`config.mk`:
```
export PLATFORM = sky130hd
export DESIGN_NAME = pipe_ctrl
export DESIGN_NICKNAME = d
export VERILOG_FILES = /design/src/rtl/pipe_ctrl.sv
export SDC_FILE = /design/constraint.sdc
export NUM_CORES = 1
export LEC_CHECK = 0
export CORE_UTILIZATION = 47
export CTS_CLUSTER_SIZE = 12
export DETAILED_ROUTE_END_ITERATION = 12
export HOLD_SLACK_MARGIN = 0.15
export PLACE_DENSITY_LB_ADDON = 0.15
export SLEW_MARGIN = 0
export SYNTH_ARGS = -nofsm -noshare
export SYNTH_HDL_FRONTEND = slang
export SYNTH_SLANG_ARGS = --single-unit
```
`constraint.sdc`:
```
create_clock -name clk -period 2.5 [get_ports clk]
set_input_delay 0.5 -clock clk [delete_from_list [all_inputs] [get_ports clk]]
set_output_delay 0.5 -clock clk [all_outputs]
set_load 0.1 [all_outputs]
```
`src/rtl/pipe_ctrl.sv`:
```
// pipe_ctrl: RAW hazard stall, taken-branch PC load/flush, stall/flush counters and stall watchdog
module pipe_ctrl #(
    parameter int FLUSH_CYCLES = 2,
    parameter int MAX_STALL    = 15,
    parameter int CNT_W        = 16
) (
    input  logic             clk,
    input  logic             rst,
    input  logic             id_valid,
    input  logic [4:0]       id_opcode,
    input  logic [3:0]       id_src_a,
    input  logic [3:0]       id_src_b,
    input  logic             id_isimm,
    input  logic             ex_valid,
    input  logic [4:0]       ex_opcode,
    input  logic [3:0]       ex_dest,
    input  logic             wb_valid,
    input  logic [4:0]       wb_opcode,
    input  logic [3:0]       wb_dest,
    input  logic             br_taken,
    input  logic [4:0]       br_target,
    output logic             fetch_stall,
    output logic             read_stall,
    output logic             ex_bubble,
    output logic             flush_read,
    output logic             pc_load,
    output logic [4:0]       pc_load_val,
    output logic             hazard_err,
    output logic [CNT_W-1:0] stall_cnt,
    output logic [CNT_W-1:0] flush_cnt
);
    // opcode encoding: NOP, arith/logic block ADD..ARSH, then memory, compare and branches
    localparam logic [4:0] NOP  = 5'd0;
    localparam logic [4:0] ARSH = 5'd9;
    localparam logic [4:0] LDW  = 5'd10;
    localparam logic [4:0] STR  = 5'd11;
    localparam logic [4:0] CMP  = 5'd12;
    localparam logic [4:0] BRQ  = 5'd13;
    localparam logic [4:0] BRG  = 5'd14;
    localparam logic [4:0] BRS  = 5'd15;

    typedef enum logic [1:0] {RUN, STALL, FLUSH} state_t;

    state_t           state_q, state_d;
    logic [2:0]       fl_q, fl_d;
    logic [7:0]       wd_q;
    logic             err_q;
    logic [CNT_W-1:0] stall_q, flush_q;
    logic             ex_wr, wb_wr, use_a, use_b, hazard;
    logic             fs, bub, fr, pl;

    // source usage and producer classification, then RAW match against EX and WB
    always_comb begin
        ex_wr  = ex_valid && ((ex_opcode > NOP && ex_opcode <= ARSH) || ex_opcode == LDW);
        wb_wr  = wb_valid && ((wb_opcode > NOP && wb_opcode <= ARSH) || wb_opcode == LDW);
        use_a  = (id_opcode > NOP && id_opcode <= ARSH) || ((id_opcode == STR || id_opcode == LDW) && !id_isimm) ||
                 id_opcode == CMP || id_opcode == BRQ || id_opcode == BRG || id_opcode == BRS;
        use_b  = ((id_opcode > NOP && id_opcode <= ARSH) && !id_isimm) ||
                 id_opcode == CMP || id_opcode == BRQ || id_opcode == BRG || id_opcode == BRS;
        hazard = id_valid && ((use_a && ((ex_wr && id_src_a == ex_dest) || (wb_wr && id_src_a == wb_dest))) ||
                              (use_b && ((ex_wr && id_src_b == ex_dest) || (wb_wr && id_src_b == wb_dest))));
    end

    // next state and Mealy control; a taken branch outranks a hazard outside FLUSH
    always_comb begin
        state_d = state_q;
        fl_d    = fl_q;
        fs      = 1'b0;
        bub     = 1'b0;
        fr      = 1'b0;
        pl      = 1'b0;
        case (state_q)
            FLUSH: begin
                fr      = 1'b1;
                bub     = 1'b1;
                fl_d    = fl_q + 3'd1;
                state_d = (fl_q >= 3'(FLUSH_CYCLES - 1)) ? RUN : FLUSH;
            end
            default: begin
                if (br_taken) begin
                    pl      = 1'b1;
                    fr      = 1'b1;
                    bub     = 1'b1;
                    fl_d    = 3'd1;
                    state_d = (FLUSH_CYCLES > 1) ? FLUSH : RUN;
                end else if (hazard) begin
                    fs      = 1'b1;
                    bub     = 1'b1;
                    state_d = STALL;
                end else begin
                    state_d = RUN;
                end
            end
        endcase
    end

    // outputs are forced low for the whole reset cycle
    always_comb begin
        fetch_stall = !rst && fs;
        read_stall  = !rst && fs;
        ex_bubble   = !rst && bub;
        flush_read  = !rst && fr;
        pc_load     = !rst && pl;
        pc_load_val = (!rst && pl) ? br_target : 5'd0;
        hazard_err  = !rst && err_q;
        stall_cnt   = rst ? '0 : stall_q;
        flush_cnt   = rst ? '0 : flush_q;
    end

    // state, flush length, saturating counters and the sticky stall watchdog
    always_ff @(posedge clk) begin
        if (rst) begin
            state_q <= RUN;
            fl_q    <= 3'd0;
            wd_q    <= 8'd0;
            err_q   <= 1'b0;
            stall_q <= '0;
            flush_q <= '0;
        end else begin
            state_q <= state_d;
            fl_q    <= fl_d;
            wd_q    <= fs ? ((int'(wd_q) >= MAX_STALL) ? wd_q : wd_q + 8'd1) : 8'd0;
            err_q   <= err_q || (fs && int'(wd_q) + 1 >= MAX_STALL);
            if (fs && !(&stall_q)) stall_q <= stall_q + CNT_W'(1);
            if (pl && !(&flush_q)) flush_q <= flush_q + CNT_W'(1);
        end
    end
endmodule

```
# Word level (Yosys, flattened, before mapping)
# Cells that the tools add are included.
[totals] rom_bits=0 n_memories=0 ff_bits=46 ram_bits=0 latch_bits=0 out_inout_bits=43 inputBits=43 wordCells=97
[classes] bitwise=1 order_cmp=9 muxes=17 shift=0 add_sub_neg=5 n_mul=0 n_reduce_logical=46 eq_ne=13 n_div=0
[op_table] op="== test 5 x 4 -> 1 bit (second input constant)" count=8
[op_table] op="adder 16 x 1 -> 16 bit (second input constant)" count=2
[op_table] op="two-way mux 16 bit" count=2
[op_table] op="AND reduction 16 bit" count=2
[op_table] op="logical AND 1 bit" count=22
[op_table] op="== test 4 bit" count=4
[op_table] op="logical OR 1 bit" count=16
[op_table] op="greater-than comparator 5 x 1 -> 1 bit (second input constant)" count=3
[op_table] op="<= comparator 5 x 4 -> 1 bit (second input constant)" count=3
[op_table] op="adder 8 x 1 -> 9 bit (second input constant)" count=1
[op_table] op="greater-or-equal comparator 9 x 4 -> 1 bit (second input constant)" count=1
[op_table] op="two-way mux 1 bit" count=9
[op_table] op="adder 8 x 1 -> 8 bit (second input constant)" count=1
[op_table] op="greater-or-equal comparator 8 x 4 -> 1 bit (second input constant)" count=1
[op_table] op="two-way mux 2 bit" count=3
[op_table] op="two-way mux 3 bit" count=2
[op_table] op="two-way mux 5 bit" count=1
[op_table] op="logical NOT 1 bit" count=4
[op_table] op="adder 3 x 1 -> 3 bit (second input constant)" count=1
[op_table] op="greater-or-equal comparator 3 x 1 -> 1 bit (second input constant)" count=1
[op_table] op="== test 2 bit (second input constant)" count=1
[op_table] op="nonzero test 2 bit" count=1
[op_table] op="OR reduction 2 bit" count=1
[op_table] op="NOT 1 bit" count=1

# Logic depth before layout (Yosys ltp)
# Gate-level depths: netlist (run 1).
[logic_depth] depth_word=16 mapped_depth=8 ltp_nobuf=6

# Worst setup path before layout (run 1)
# Ideal clock, no wire load.
[synth_timing] path_type="input to output" start="input port wb_opcode[0]" end="output port read_stall" n_path_buf=1 setup_slack_ns=-1.295 cell_stages=6 arrival_ns=3.295 required_ns=2.000 cell_sequence="a21o_1 -> a2111oi_2 -> a22o_2 -> a32oi_4 -> nor3_2 -> buf_4"
[synth_via] elab_chain_cells=13 word_cells_on_any_way=18 classes_between="order compare: 2; eq/ne: 1; mux: 3; reduce/logical: 12"
[synth_rtl] item="start: declaration" line_no="18" source="input logic [4:0] wb_opcode,"
[synth_rtl] item="greater-than comparator 5 x 1 -> 1 bit or <= comparator 5 x 4 -> 1 bit (tied branches)" line_no="55" source="wb_wr = wb_valid && ((wb_opcode > NOP && wb_opcode <= ARSH) || wb_opcode == LDW);"
[synth_rtl] item="logical AND 1 bit" line_no="55"
[synth_rtl] item="logical OR 1 bit *" line_no="55"
[synth_rtl] item="logical AND 1 bit *" line_no="55"
[synth_rtl] item="logical AND 1 bit (on tied branches)" line_no="60, 61"
[synth_rtl] item="logical OR 1 bit (on tied branches)" line_no="60, 61"
[synth_rtl] item="logical AND 1 bit (on tied branches)" line_no="60, 61"
[synth_rtl] item="logical OR 1 bit *" line_no="60" source="hazard = id_valid && ((use_a && ((ex_wr && id_src_a == ex_dest) || (wb_wr && id_src_a == wb_dest))) ||"
[synth_rtl] item="logical AND 1 bit *" line_no="60"
[synth_rtl] item="two-way mux 1 bit *" line_no="86" source="end else if (hazard) begin"
[synth_rtl] item="two-way mux 1 bit *" line_no="80" source="if (br_taken) begin"
[synth_rtl] item="two-way mux 1 bit *" line_no="72" source="case (state_q)"
[synth_rtl] item="logical AND 1 bit *"
[synth_rtl] item="end: declaration" line_no="23" source="output logic read_stall,"
# Every way passes the cells marked *; elsewhere a longest branch is shown, timed or not.

# Worst setup path after layout (run 1)
[layout_timing] start="input port wb_opcode[2]" end="output port ex_bubble"
[layout_via] elab_chain_cells=13 word_cells_on_any_way=18 classes_between="order compare: 2; eq/ne: 1; mux: 3; reduce/logical: 12"
[layout_rtl] item="greater-than comparator 5 x 1 -> 1 bit or <= comparator 5 x 4 -> 1 bit (tied branches)" line_no="55"
[layout_rtl] item="logical AND 1 bit" line_no="55"
[layout_rtl] item="logical OR 1 bit *" line_no="55"
[layout_rtl] item="logical AND 1 bit *" line_no="55"
[layout_rtl] item="logical AND 1 bit (on tied branches)" line_no="60, 61"
[layout_rtl] item="logical OR 1 bit (on tied branches)" line_no="60, 61"
[layout_rtl] item="logical AND 1 bit (on tied branches)" line_no="60, 61"
[layout_rtl] item="logical OR 1 bit *" line_no="60"
[layout_rtl] item="logical AND 1 bit *" line_no="60"
[layout_rtl] item="two-way mux 1 bit *" line_no="86"
[layout_rtl] item="two-way mux 1 bit *" line_no="80"
[layout_rtl] item="two-way mux 1 bit *" line_no="72"
[layout_rtl] item="logical AND 1 bit *" line_no="101" source="ex_bubble = !rst && bub;"
[layout_rtl] item="end: declaration" line_no="24" source="output logic ex_bubble,"
# Marked as above.

==> metrics.txt, run 1 <==
die width 79.5 um; DPL Wire Length 5.67 mm; period utilisation layout 1.03; share of cells above drive strength 1 0.379; leak pwr ~1.8 nW; total power around 1.5 mW; Post-Place Setup Slack -0.477 ns; CTS tree built; Buf/Inv on CP 4; core box area ~0.0056 mm2; # DRC 0; Synth Instances around 330; clock slew at reported path FFs 0.09 ns; number of diodes 0; Synth area leader dfxtp_1; PwrDens approximately 330 mW/mm2; clk root buf clkbuf_8; share of the yosys chip area belonging to registers 0.326; DR iter-0 viols between 150 and 200; total number of vias ~3,000; Slew headroom 0.554; # Max-Cap Violations 0; Core Util, Final 0.823; Routed WL 8.07 mm; Synth Flop Type dfxtp_1; crit path cell chain buf_6 > nor4_2 > buf_4 > a2111oi_4 > a22o_2 > a32oi_4 > buf_6 > o22ai_4 > buf_12; wire per inst 15.7 um; fraction of registers with async set/reset 0; nets around 490; syn nets about 380; Vias/cell 5.70; fin worst setup slack -0.0837 ns; data required time of the worst path 2.00 ns; final setup skew between 0.01 and 0.015 ns; antenna violations before repair 0; first-pass GRT wire length ~13 mm; Peak VDD IR 256 uV; I/O Pins 86; die area between 0.006 and 0.007 mm2; status finished with violations; Clock Tree Buf Depth 2; Yosys warning count 0; top cells by area, synth dfxtp_1, nor2b_1, xor2_1; I/O Buffers 85; Fin. Hold Viols 0; Mapped Avg Cell Area approximately 8.5 um2; initial core utilization 0.501; final setup fails 3; grt ovf 0; Slowest-stage cell, CP a32oi_4; CP Launch Type input port; Least-Margin Pin Slew 0.665 ns; CTS Sinks 46; Worst path most repeated cell buf_6; violated checks setup timing; synthesized area 0.00283 mm2; Routed Antenna Nets 0; CP Max Fanout 4; critical path's top delay family compound AO/OA/AOI/OAI gates; sequential cell area 921 um2; row cnt 27; pin count of the biggest net entering global routing around 50; CP max stage delay ~0.33 ns; GPL Wtd Cong between 0.8 and 0.9; clk_lat worst skew about 0.3 ns; minimum hold slack 0.509 ns; top-area cell type share of the netlist area 0.326; depth of the CTS H-tree 2; post-synthesis register bit count 46; CP arrival approximately 2.1 ns; Post-synth top cells dfxtp_1, nor2_1, nor2b_1; top-count cell post-synth dfxtp_1; Fillers roughly 300; CTS Buf Count 5; post-synthesis cell type count 52; RSZ-0062 raised after global routing yes; Multi-input gate area slightly above 0.002 mm2; critical path class in2out; f_max roughly 0.39 GHz; number of global-route vias before repair between 2,000 and 3,000; Die H about 80 um; TritonRoute pass-1 iters 4; EDFF count, synth 0; Syn-to-layout area delta 64.4%; worst hold path class reg2reg; GR Util All Layers 0.260; min Tclk post-route 2.58 ns; Final Slew Violations 0; CP endpoint kind primary output
-- worst paths after layout --
check	start	end	slack (ns)	cells after the start
max reg2reg	flush_q[7]	flush_q[9]	0.40	6
max	wb_opcode[2]	ex_bubble	-0.08	9
min	stall_q[5]	stall_q[5]	0.51	2
min reg2reg	stall_q[5]	stall_q[5]	0.51	2
-- sequential cells by signal, indices dropped and copies added, names as in the netlist --
name,cells
flush_q,16
stall_q,16
wd_q,8
fl_q,3
state_q,2
err_q,1
-- cells in the final DEF (no fill, tap or decap), drive strengths merged, types with 4 or more instances in the layout --
master / instances
a21oi: 9
and2: 12
and4: 5
buf: 82
clkbuf: 12
clkdlybuf4s15: 8
clkdlybuf4s50: 9
dfxtp: 46
dlygate4sd2: 6
ha: 6
inv: 8
mux2: 15
nand2: 19
nand3: 16
nand4: 10
nor2: 38
nor2b: 35
nor3: 13
nor4: 12
o21ai: 5
o31ai: 4
xnor2: 5
xor2: 25
-- final cells by class --
cell class                 count  share of cell area
clock buffer                   6              0.0156
clock inverter                 2             0.00296
inverter                       8             0.00646
multi-input combinational    268               0.447
sequential                    46               0.198
tap                           72              0.0194
timing repair buffer         111               0.311
-- routing by layer --
| metal | track usage | vias to the layer above | share of wire |
|---|---|---|---|
| met4 | 0.0891 | 0 | 0.015 |
| met2 | 0.456 | 112 | 0.52 |
| li1 | - | 1396 | - |
| met5 | 0 | - | 0 |
| met3 | 0.0560 | 14 | 0.057 |
| met1 | 0.310 | 1401 | 0.41 |
-- worst reg2reg max path, cell delays in order, from the launching register on --
cell	delay, ns
dfxtp_1	0.38
and4_1	0.20
and4_1	0.27
a41o_1	0.30
nor3_2	0.40
nand3_1	0.14
mux2_2	0.29
-- power breakdown --
group | internal, mW | switching [mW] | leakage (nW)
Sequential | 0.740 | 0.00854 | 0.371
Clock | 0.198 | 0.263 | 0.0452
Combinational | 0.143 | 0.195 | 1.39
Total | 1.08 | 0.467 | 1.80
-- through the flow --
step                setup TNS (ns)  instances  area [um2]
finish                      -0.219        513        4650
global route                -0.472        513        4650
CTS                       -0.00944        509        4580
detailed placement           -6.86        493        4390
global placement             -4.35        493        4390
floorplan                    -1.96        334        2970
-- repair_timing --
action                     CTS  global route
gates cloned                 0             0
pin swaps                   18            11
setup endpoints to repair   13             5
setup buffers                9             4
resized for setup           99            24
hold buffers                 0             0
-- kinds of logic after synthesis --
group	after synthesis	share of synthesized area
flip-flops	46	0.326
AO/OA/AOI/OAI	38	0.104
XOR/XNOR	30	0.0930
adder cells (fa/ha/maj)	6	0.0266
buffers and inverters	20	0.0337
multiplexers	15	0.0598
AND/OR/NAND/NOR	179	0.357
Power figures use the tool's default switching activity.
==> inputs of run 2 (changes only) <==
--- a/config.mk
+++ b/config.mk
@@ -5,7 +5,7 @@
 export SDC_FILE = /design/constraint.sdc
 export NUM_CORES = 1
 export LEC_CHECK = 0
-export CORE_UTILIZATION = 47
+export CORE_UTILIZATION = 45
 export CTS_CLUSTER_SIZE = 12
 export DETAILED_ROUTE_END_ITERATION = 12
 export HOLD_SLACK_MARGIN = 0.15
==> metrics.txt, run 2 (synthesis results as in run 1) <==
met2 usage 0.417 (was 0.456); CP Max Fanout 3 (was 4); RSZ-0062 raised after global routing yes (unchanged); GPL Wtd Cong 0.879 (was 0.835); final setup fails 3 (unchanged); nets 482 (was 489); Largest regs flush_q: 16 flops, stall_q: 16 flops, wd_q: 8 flops (unchanged); f_max 0.387 GHz (about the same); post-route cell area 0.00458 mm2 (was 0.00465 mm2); CTS tree built (unchanged); first-pass GRT wire length 12.2 mm (was 13.0 mm); Routed WL 7.17 mm (was 8.07 mm); CP Launch Type input port (unchanged); met1 usage 0.287 (was 0.310); DPL Wire Length 5.48 mm (was 5.67 mm); clk root buf clkbuf_8 (unchanged); grt ovf 0 (unchanged); grt peak-use layer met2 (unchanged); PwrDens 354 mW/mm2 (was 333 mW/mm2); # Max-Cap Violations 0 (unchanged); CTS Sinks 46 (unchanged); total power 1.62 mW (was 1.55 mW); number of diodes 0 (unchanged); sequential power share 0.461 (was 0.484); data required time of the worst path 2.00 ns (about the same); violated checks setup timing (unchanged); minimum hold slack 0.498 ns (was 0.509 ns); TritonRoute pass-1 iters 4 (unchanged); final setup skew 0.00318 ns (was 0.0105 ns); depth of the CTS H-tree 2 (unchanged); pin count of the biggest net entering global routing 33 (was 51); worst hold path class reg2reg (unchanged); CTS Hold Bufs 0 (unchanged); most common cell after layout, fill and taps aside dfxtp_1 (unchanged); Comb power frac 0.201 (was 0.218); Fin. Hold Viols 0 (unchanged); leak pwr 1.75 nW (was 1.80 nW); antenna violations before repair 0 (unchanged); power share of the clock group 0.338 (was 0.298); Routed Antenna Nets 0 (unchanged); min Tclk post-route 2.58 ns (about the same); I/O Pins 86 (unchanged); status finished with violations (unchanged); number of global-route vias before repair 2,657 (was 2,809); CTS Buf Count 5 (unchanged); die area 0.00660 mm2 (was 0.00633 mm2); die width 81.2 um (was 79.5 um); Vias/cell 5.39 (was 5.70); row cnt 28 (was 27); Inst Count DP 499 (was 493); Syn-to-layout area delta 62.0% (was 64.4%); Clock Tree Buf Depth 2 (unchanged); CP endpoint kind primary output (unchanged); Cell Int Power 1.17 mW (was 1.08 mW); Least-Margin Pin Slew 0.415 ns (was 0.665 ns); share of cells above drive strength 1 0.353 (was 0.379); core box area 0.00599 mm2 (was 0.00564 mm2); I/O Buffers 85 (unchanged); Slew headroom 0.721 (was 0.554); GR Util All Layers 0.237 (was 0.260); CP arrival 2.08 ns (about the same); DP Area 0.00439 mm2 (about the same); switch share 0.277 (was 0.302); clock slew at reported path FFs 0.08 ns (was 0.09 ns); critical path class in2out (unchanged); Layout Cells excl Fill 509 (was 513); period utilisation layout 1.03 (about the same); # DRC 0 (unchanged); clk_lat worst skew 0.30 ns (about the same); DR iter-0 viols 51 (was 154); Final Slew Violations 0 (unchanged); Die H 81.2 um (was 79.5 um); Sw Pwr 0.449 mW (was 0.467 mW); wire per inst 14.1 um (was 15.7 um); total number of vias 2,746 (was 2,923); commonest non-fill, non-tap cells in the layout dfxtp_1, buf_12, nor2_1, nor2b_2, xor2_1 (unchanged); met3 Resource Use GR 0.0494 (was 0.0560); initial core utilization 0.472 (was 0.501); Peak VDD IR 290 uV (was 256 uV); fin worst setup slack -0.0821 ns (was -0.0837 ns)
## run 2: cell types whose count changed in the layout (fill, tap and decap cells not counted), moves of 2 or more
cell,previous run,this run
nor4b_4,2,0
xor2_2,2,0
buf_4,22,16
xor2_1,23,25
buf_2,7,3
clkdlybuf4s15_1,8,6
dlygate4sd2_1,6,12
## run 2: what timing repair did
| action | CTS | global route |
|---|---|---|
| buffers inserted | 2 | 0 |
| resized for setup | 78 | 23 |
| pin swaps | 14 | 13 |
| setup endpoints to repair | 17 | 17 |
## run 2: area by class of cell
type / count / area (um2)
multi-input cells: 268 / 2040
fillers: 424 / 1410
repair buffers: 104 / 1390
flip-flops and latches: 46 / 921
well taps: 75 / 93.8
clock buffers: 7 / 76.3
clock inverters: 1 / 30.0
inverters: 8 / 30.0
## run 2: power by group through the flow
stage / Combinational [mW] / Clock, mW / Sequential (mW)
5_1_grt: 0.350 / 0.593 / 0.750
4_1_cts: 0.320 / 0.565 / 0.748
3_3_place_gp: 0.314 / 0 / 0.765
6_report: 0.326 / 0.549 / 0.748
3_5_place_dp: 0.323 / 0 / 0.765
2_1_floorplan: 0.173 / 0 / 0.763
## run 2: layer usage
metal  up-vias  share of wire
li1       1393              -
met4         0          0.011
met3         8          0.042
met5         -              0
met1      1288           0.42
met2        57           0.53
## run 2: stage by stage
step	setup WS (ns)	TNS (ns)	util
final	-0.0821	-0.205	0.764
after global routing	-0.143	-0.479	0.764
after CTS	-0.0789	-0.241	0.761
after detailed placement	-0.532	-9.81	0.734
after global placement	-0.438	-7.68	0.734
after floorplan	-0.579	-1.96	-
## run 2: final timing paths
path | start | end | slack [ns] | depth (start not counted)
setup / recovery | wb_opcode[0] | read_stall | -0.08 | 8
hold / removal | fl_q[2] | fl_q[2] | 0.50 | 2
setup reg to reg | flush_q[7] | flush_q[13] | 0.46 | 7
hold reg to reg | fl_q[2] | fl_q[2] | 0.50 | 2
## run 2: critical path, stage by stage
cell,delay (ns)
buf_6,0.10
a21o_1,0.20
a2111oi_4,0.35
a22o_2,0.24
a32oi_4,0.15
nor3_4,0.24
buf_6,0.14
buf_12,0.16
==> inputs of run 3 (changes only) <==
--- a/config.mk
+++ b/config.mk
@@ -5,8 +5,7 @@
 export SDC_FILE = /design/constraint.sdc
 export NUM_CORES = 1
 export LEC_CHECK = 0
-export CORE_UTILIZATION = 45
-export CTS_CLUSTER_SIZE = 12
+export CORE_UTILIZATION = 43
 export DETAILED_ROUTE_END_ITERATION = 12
 export HOLD_SLACK_MARGIN = 0.15
 export PLACE_DENSITY_LB_ADDON = 0.15
==> constraint.sdc (replaced) <==
create_clock -name clk -period 2.2 [get_ports clk]
set_input_delay 0.44 -clock clk [delete_from_list [all_inputs] [get_ports clk]]
set_output_delay 0.44 -clock clk [all_outputs]
set_load 0.1 [all_outputs]
==> metrics.txt, run 3 (synthesis results as in run 1) <==
TritonRoute pass-1 iters 4 (unchanged); Worst path most repeated cell buf_12 (was buf_6); initial core utilization 0.445 (was 0.472); Fin. Hold Viols 0 (unchanged); worst hold path class in2reg (was reg2reg); Peak VDD IR 330 uV (was 290 uV); commonest non-fill, non-tap cells in the layout buf_12, dfxtp_1, nor2_1, nor2b_2, xor2_1 (was dfxtp_1, buf_12, nor2_1, nor2b_2, xor2_1); Setup TNS -2.43 ns (was -0.205 ns); CTS Buf Count 5 (unchanged); grt ovf 0 (unchanged); Clock Tree Buf Depth 2 (unchanged); Core Util, Final 0.780 (was 0.764); CP arrival 2.09 ns (was 2.08 ns); CTS tree built (unchanged); switch share 0.295 (was 0.277); CP Max Fanout 3 (unchanged); RSZ-0062 raised after global routing yes (unchanged); # DRC 0 (unchanged); leak pwr 1.96 nW (was 1.75 nW); Routed Antenna Nets 0 (unchanged); Cell Int Power 1.31 mW (was 1.17 mW); Die H 83.1 um (was 81.2 um); die width 83.1 um (was 81.2 um); violated checks setup timing (unchanged); I/O Buffers 85 (unchanged); min Tclk post-route 2.53 ns; Final Slew Violations 0 (unchanged); core box area 0.00635 mm2 (was 0.00599 mm2); first-pass GRT wire length 12.9 mm (was 12.2 mm); die area 0.00690 mm2 (was 0.00660 mm2); sequential power share 0.459 (was 0.461); Routed WL 7.99 mm (was 7.17 mm); Slew headroom 0.718 (was 0.721); DPL Wire Length 5.29 mm (was 5.48 mm); total number of vias 2,896 (was 2,746); clock slew at reported path FFs 0.09 ns (was 0.08 ns); wire per inst 15.2 um (was 14.1 um); PwrDens 374 mW/mm2 (was 354 mW/mm2); nets 495 (was 482); critical path class in2out (unchanged); Syn-to-layout area delta 75.4% (was 62.0%); share of cells above drive strength 1 0.418 (was 0.353); clk_lat worst skew 0.31 ns (was 0.30 ns); Least-Margin Pin Slew 0.419 ns (was 0.415 ns); antenna violations before repair 0 (unchanged); Comb power frac 0.220 (was 0.201); Largest regs flush_q: 16 flops, stall_q: 16 flops, wd_q: 8 flops (unchanged); GR Util All Layers 0.227 (was 0.237); power share of the clock group 0.321 (was 0.338); Sw Pwr 0.545 mW (was 0.449 mW); number of global-route vias before repair 2,792 (was 2,657); most common cell after layout, fill and taps aside buf_12 (was dfxtp_1); Vias/cell 5.53 (was 5.39); status finished with violations (unchanged); # Max-Cap Violations 0 (unchanged); f_max a little under 0.4 GHz; final setup fails 19 (was 3); depth of the CTS H-tree 2 (unchanged); row cnt 29 (was 28); CP endpoint kind primary output (unchanged); I/O Pins 86 (unchanged); crit path cell chain clkdlybuf4s15_1 > xor2_1 > nor4_1 > a22o_2 > a32oi_4 > nor3_4 > buf_12 > buf_12 (was buf_6 > a21o_1 > a2111oi_4 > a22o_2 > a32oi_4 > nor3_4 > buf_6 > buf_12); data required time of the worst path 1.76 ns (was 2.00 ns); minimum hold slack 0.393 ns (was 0.498 ns); number of diodes 0 (unchanged); period utilisation layout 1.15; fin worst setup slack -0.334 ns (was -0.0821 ns); CP max stage delay 0.35 ns (about the same); final setup skew 0.00695 ns (was 0.00318 ns); GPL Wtd Cong 0.844 (was 0.879); Slowest-stage cell, CP nor4_1 (was a2111oi_4); clk root buf clkbuf_8 (unchanged); DR iter-0 viols 118 (was 51); CP Launch Type input port (unchanged); CTS Sinks 46 (unchanged); pin count of the biggest net entering global routing 65 (was 33)
-- run 3: cell types whose count changed in the layout (fill, tap and decap cells not counted), sizes merged --
cell | previous run | this run
buf | 70 | 83
bufinv | 1 | 0
clkbuf | 14 | 12
clkdlybuf4s15 | 6 | 10
clkinv | 0 | 1
dlygate4sd2 | 12 | 9
dlymetal6s2s | 0 | 1
-- run 3: critical path, delay by kind of cell --
kind	cells	cell delay [ns]
xor gates and xnor gates	1	0.18
and+or+nand+nor	2	0.60
buffers and inverters	3	0.51
AOI/OAI and AO/OA	2	0.35
-- run 3: per-layer routing --
metal,vias to the layer above,share of wire,track usage
li1,1414,-,-
met1,1364,0.43,0.272
met2,97,0.52,0.405
met3,21,0.032,0.0328
met4,0,0.027,0.0956
met5,-,0,0
-- run 3: timing repair --
action	4_1_cts	5_1_grt
setup endpoints to repair	26	22
resized for setup	93	46
gates cloned	2	0
buffers inserted	6	9
pin swaps	29	21
hold buffers	0	0
-- run 3: cell type report --
| type | instances | area [um2] |
|---|---|---|
| clock buffers | 7 | 96.3 |
| inverters | 8 | 30.0 |
| multi-input cells | 268 | 2220 |
| well taps | 77 | 96.3 |
| fillers | 404 | 1400 |
| repair buffers | 117 | 1580 |
| flip-flops and latches | 46 | 921 |
| clock inverters | 1 | 8.76 |
-- run 3: power groups by stage --
stage          combinational [mW]  clock, mW  sequential, mW
3_5_place_dp                0.381          0           0.869
2_1_floorplan               0.202          0           0.867
6_report                    0.407      0.594           0.850
3_3_place_gp                0.376          0           0.869
4_1_cts                     0.390      0.598           0.850
5_1_grt                     0.429      0.632           0.852
-- run 3: path summary, 6_finish.rpt --
kind | from | to | slack (ns) | cells after the start
worst max-delay path | ex_dest[3] | read_stall | -0.33 | 8
worst min-delay path | rst | fl_q[2] | 0.39 | 2
worst max register to register | stall_q[5] | stall_q[14] | 0.11 | 7
worst min register to register | fl_q[2] | fl_q[2] | 0.49 | 2
-- run 3: metrics by stage --
stage                     worst slack [ns]  instances  instance area (um2)  total power, mW
final                               -0.334        524                 4950             1.85
after global routing                -0.347        524                 4950             1.91
after CTS                           -0.299        518                 4840             1.84
after detailed placement            -0.712        503                 4500             1.25
after global placement              -0.653        503                 4500             1.24
after floorplan                     -0.759        334                 3020             1.07
